$ cat config.mk
export PLATFORM = sky130hd
export DESIGN_NAME = bus_arbiter_rr
export DESIGN_NICKNAME = d
export VERILOG_FILES = /design/src/rtl/bus_arbiter_rr.sv
export SDC_FILE = /design/constraint.sdc
export NUM_CORES = 1
export LEC_CHECK = 0
export BUFFER_PORTS_ARGS = -buffer_cell sky130_fd_sc_hd__buf_2
export CAP_MARGIN = 30
export CELL_PAD_IN_SITES_DETAIL_PLACEMENT = 2
export CELL_PAD_IN_SITES_GLOBAL_PLACEMENT = 2
export CORE_AREA = 2 2 51 53
export DETAILED_ROUTE_END_ITERATION = 12
export DIE_AREA = 0 0 53 55
export MAX_ROUTING_LAYER = met4
export PLACE_DENSITY = 0.78
export SLEW_MARGIN = 20
export SYNTH_ARGS = -nofsm -noshare
export SYNTH_HDL_FRONTEND = slang
export SYNTH_SLANG_ARGS = --single-unit
$ cat constraint.sdc
create_clock -name clk -period 3.9 [get_ports clk]
set_input_delay 0 -clock clk [delete_from_list [all_inputs] [get_ports clk]]
set_output_delay 0 -clock clk [all_outputs]
set_load 0.02 [all_outputs]
$ cat src/rtl/bus_arbiter_rr.sv
// bus_arbiter_rr: round-robin N-master arbiter that routes the owner's slave and skips busy slaves.
// Optional tenure limit enabled by defining ARB_TIMEOUT_EN.
module bus_arbiter_rr #(
    parameter int NUM_MASTERS = 4,
    parameter int MIDX_W      = 2,
    parameter int NUM_SLAVES  = 4,
    parameter int SIDX_W      = 2,
    parameter int TIMEOUT     = 16
) (
    input  logic                          clk,
    input  logic                          reset,
    input  logic [NUM_MASTERS-1:0]        m_request,
    input  logic [NUM_MASTERS*SIDX_W-1:0] m_slave_select,
    input  logic [NUM_SLAVES-1:0]         s_busy,
    output logic [NUM_MASTERS-1:0]        m_grant,
    output logic                          busy,
    output logic [MIDX_W-1:0]             bus_grant,
    output logic [SIDX_W-1:0]             slave_grant,
    output logic                          timeout
);
    typedef enum logic {IDLE, GRANT} state_t;
    localparam int SN = 2 ** SIDX_W;

    state_t                  state_q, state_d;
    logic [MIDX_W-1:0]       owner_q, owner_d, last_q, last_d, win;
    logic [SIDX_W-1:0]       slv_q, slv_d;
    logic [SN-1:0]           sbusy;
    logic [NUM_MASTERS-1:0]  elig;
    logic                    found, expire;

    // Selects beyond the last real slave look permanently busy.
    assign sbusy = SN'(s_busy) | ~SN'({NUM_SLAVES{1'b1}});

    for (genvar i = 0; i < NUM_MASTERS; i++) begin : g_elig
        assign elig[i] = m_request[i] & ~sbusy[m_slave_select[i*SIDX_W +: SIDX_W]];
    end

    function automatic logic [MIDX_W-1:0] nth(input logic [MIDX_W-1:0] base, input int k);
        return MIDX_W'((int'(base) + k) % NUM_MASTERS);
    endfunction

    always_comb begin
        found = 1'b0;
        win   = '0;
        for (int k = 1; k <= NUM_MASTERS; k++) begin
            if (!found && elig[nth(last_q, k)]) begin
                found = 1'b1;
                win   = nth(last_q, k);
            end
        end
    end

    always_comb begin
        state_d = state_q;
        owner_d = owner_q;
        slv_d   = slv_q;
        last_d  = last_q;
        if (state_q == IDLE) begin
            if (found) begin
                state_d = GRANT;
                owner_d = win;
                slv_d   = m_slave_select[int'(win)*SIDX_W +: SIDX_W];
                last_d  = win;
            end
        end else if (!m_request[owner_q] || expire) begin
            state_d = IDLE;
            owner_d = '0;
            slv_d   = '0;
        end
    end

    always_ff @(posedge clk or posedge reset) begin
        if (reset) begin
            state_q <= IDLE;
            owner_q <= '0;
            slv_q   <= '0;
            last_q  <= MIDX_W'(NUM_MASTERS - 1);
        end else begin
            state_q <= state_d;
            owner_q <= owner_d;
            slv_q   <= slv_d;
            last_q  <= last_d;
        end
    end

    assign busy        = state_q == GRANT;
    assign m_grant     = NUM_MASTERS'(busy) << owner_q;
    assign bus_grant   = owner_q;
    assign slave_grant = slv_q;

`ifdef ARB_TIMEOUT_EN
    localparam int CW = $clog2(TIMEOUT);
    logic [CW-1:0] cnt_q, cnt_d;
    logic          tmo_q, tmo_d;

    // Counter is zero throughout IDLE, so it starts from 0 on every grant.
    assign expire = cnt_q == CW'(TIMEOUT - 1);
    assign cnt_d  = busy ? cnt_q + 1'b1 : '0;
    assign tmo_d  = busy && m_request[owner_q] && expire;

    always_ff @(posedge clk or posedge reset) begin
        if (reset) begin
            cnt_q <= '0;
            tmo_q <= 1'b0;
        end else begin
            cnt_q <= cnt_d;
            tmo_q <= tmo_d;
        end
    end

    assign timeout = tmo_q;
`else
    assign expire  = 1'b0;
    assign timeout = 1'b0 && TIMEOUT > 0;
`endif
endmodule

==> impl_metrics.env <==
export IMPL_drive_above_1_share=0.452
export IMPL_placed_cell_area_um2=816
export IMPL_synth_most_common_cell="nand2_1"
export IMPL_drv_cap=0
export IMPL_synth_top_area_share=0.188
export IMPL_fillers=284
export IMPL_required_ns=4.01
export IMPL_antenna_found_initial=0
export IMPL_cp_arrival_ns=1.76
export IMPL_die_area_um2=2920
export IMPL_p_per_area_nw_per_um2=618
export IMPL_hold_violations=0
export IMPL_grt_pass1_wl_mm=3.17
export IMPL_gr_usage_all_layers=0.157
export IMPL_finalNetCount=112
export IMPL_postSynthAreaPerCell_um2=10.4
export IMPL_fmax_ghz=0.604
export IMPL_drc_errors=0
export IMPL_dpl_hpwl_mm=1.62
export IMPL_outcome="completed"
export IMPL_grt_max_degree=11
export IMPL_fin_util=0.360
export IMPL_cp_start_kind="flop"
export IMPL_synth_seq_cells=7
export IMPL_ys_warn_count=0
export IMPL_synth_edf_count=0
export IMPL_drt_initial_drc_count=2
export IMPL_synth_top_area_cell="dfrtp_1"
export IMPL_rsz0062_at_grt="no"
export IMPL_tritoncts="yes"
export IMPL_p_leak_nw=0.419
export IMPL_period_minus_slack_ns=1.65
export IMPL_place_congestion=0.742
export IMPL_netlist_area_um2=667
export IMPL_setup_tns_ns=0
export IMPL_clock_sinks=7
export IMPL_hp_class="input pin to flop"
export IMPL_power_w=0.000527
export IMPL_ys_top_cells_by_count="nand2_1, mux2i_1, dfrtp_1"
export IMPL_fin_worst_skew_ns=0.00217
export IMPL_diodes=0
export IMPL_slew_viol_final=0
export IMPL_start_util=0.282
export IMPL_coreArea_um2=2360
export IMPL_cts_reportedPaths_clkPinSlew_ns=0.05
export IMPL_clk_latency_ns=0.26
export IMPL_routedWlPerCell_um=15.2
export IMPL_first_pass_iters=4
export IMPL_peakVddDrop_mv=0.351
export IMPL_syn_nets=82
export IMPL_drt_wl_total_mm=1.87
export IMPL_synth_ff_type="dfrtp_1"
export IMPL_synthArstFlopShare=1.00
export IMPL_ys_types=34
export IMPL_cts_root_buf="clkbuf_4"
export IMPL_cts_made_buffers=3
export IMPL_clockBufferDepth=2
export IMPL_crit_fanout=7
export IMPL_synth_area_leaders="dfrtp_1, mux4_2, mux2i_1"
export IMPL_grt_pass1_vias=712
export IMPL_postLayoutSetupSlackWorst_ns=2.25
export IMPL_setup_worst_path_class="flop to flop"
export IMPL_pre_cts_ws_ns=2.11
export IMPL_ys_seq_area_frac=0.266
export IMPL_crit_path_end_kind="flop"
export IMPL_finalSetupViolations=0
export IMPL_synthCells=64
export IMPL_portBuffers=26
export IMPL_core_rowCount=18
export IMPL_die_x_um=53
export IMPL_vias=636
export IMPL_die_y_um=55
export IMPL_area_growth_pct=27.8
export IMPL_period_share=0.424
export IMPL_postLayoutCellArea_um2=852
export IMPL_postRouteAntennaNets=0
export IMPL_io_pins=28
export IMPL_h_tree_depth=1
export IMPL_grt_overflow_total=0
export IMPL_vias_per_cell=5.17
==> critical path: stages (launching register included) <==
cell	delay, ns
dfrtp_1	0.46
mux4_2	0.54
nand2b_1	0.22
a21oi_1	0.22
a221oi_1	0.07
==> placed cells by master (no fill, tap or decap), types with 2 or more instances in the layout <==
master,instances
inv_1,2
a21o_1,2
nor2b_1,3
nor2_1,3
nor2b_4,2
o221ai_1,2
mux4_2,3
mux2i_1,6
dfstp_2,2
dfrtp_1,5
a21oi_1,2
buf_2,26
nand2_1,9
clkbuf_4,3
a221oi_1,2
==> final cells by class <==
class | instances | area [um^2] | area share
Sequential cell | 7 | 178 | 0.209
Tap cell | 30 | 37.5 | 0.0441
Clock buffer | 4 | 26.3 | 0.0308
Inverter | 2 | 7.51 | 0.00881
Multi-Input combinational cell | 53 | 463 | 0.543
Timing Repair Buffer | 27 | 140 | 0.164
==> per-layer routing <==
metal | track usage | share of wire | wire length (um)
met5 | - | 0 | 0
met4 | 0.0513 | 0.0048 | 9
met3 | 0.0376 | 0.054 | 101
met2 | 0.281 | 0.52 | 979
met1 | 0.172 | 0.42 | 779
==> registers in the layout (all words and copies together), names as in the netlist <==
name         count
bus_grant        2
last_q           2
slave_grant      2
busy             1
==> power by group <==
part / leakage, nW / internal (W) / switching (W)
sequential: 0.0817 / 0.000117 / 0.0000534
combinational: 0.322 / 0.000125 / 0.000164
clock: 0.0150 / 0.0000391 / 0.0000281
total: 0.419 / 0.000282 / 0.000245
==> final timing paths <==
kind | from | to | slack [ns] | cells after the start
min | m_slave_select[5] | slave_grant[1]$_DFFE_PP0P_ | 0.12 | 3
min in group asynchronous | reset | busy$_DFF_PP0_ | 0.21 | 3
max in group asynchronous | reset | last_q[0]$_DFFE_PP1P_ | 3.43 | 3
max | bus_grant[1]$_DFFE_PP0P_ | slave_grant[0]$_DFFE_PP0P_ | 2.25 | 4
min reg2reg | last_q[0]$_DFFE_PP1P_ | last_q[0]$_DFFE_PP1P_ | 0.51 | 2
max reg2reg | bus_grant[1]$_DFFE_PP0P_ | slave_grant[0]$_DFFE_PP0P_ | 2.25 | 4
==> repair_timing <==
| action | CTS | global route |
|---|---|---|
| hold buffers | 1 | 0 |
| setup buffers | 0 | 0 |
| gates resized for setup | 0 | 0 |
| hold endpoints to repair | 7 | 0 |
==> cells by family (layout without fill, tap and decap cells) <==
group | after synthesis | after routing | share of synthesized area
buffers and inverters | 4 | 33 | 0.0394
AOI/OAI and AO/OA | 14 | 14 | 0.205
muxes | 11 | 11 | 0.231
DFF | 7 | 7 | 0.266
other | 1 | 1 | 0.00562
and+or+nand+nor | 27 | 27 | 0.253
==> per-stage QoR <==
stage	cells	hold slack [ns]
global route	123	0.123
detailed placement	118	-0.0621
floorplan	64	-0.198
global placement	118	-0.0641
CTS	123	0.113
finish	123	0.115
(Power assumes the default switching activity.)
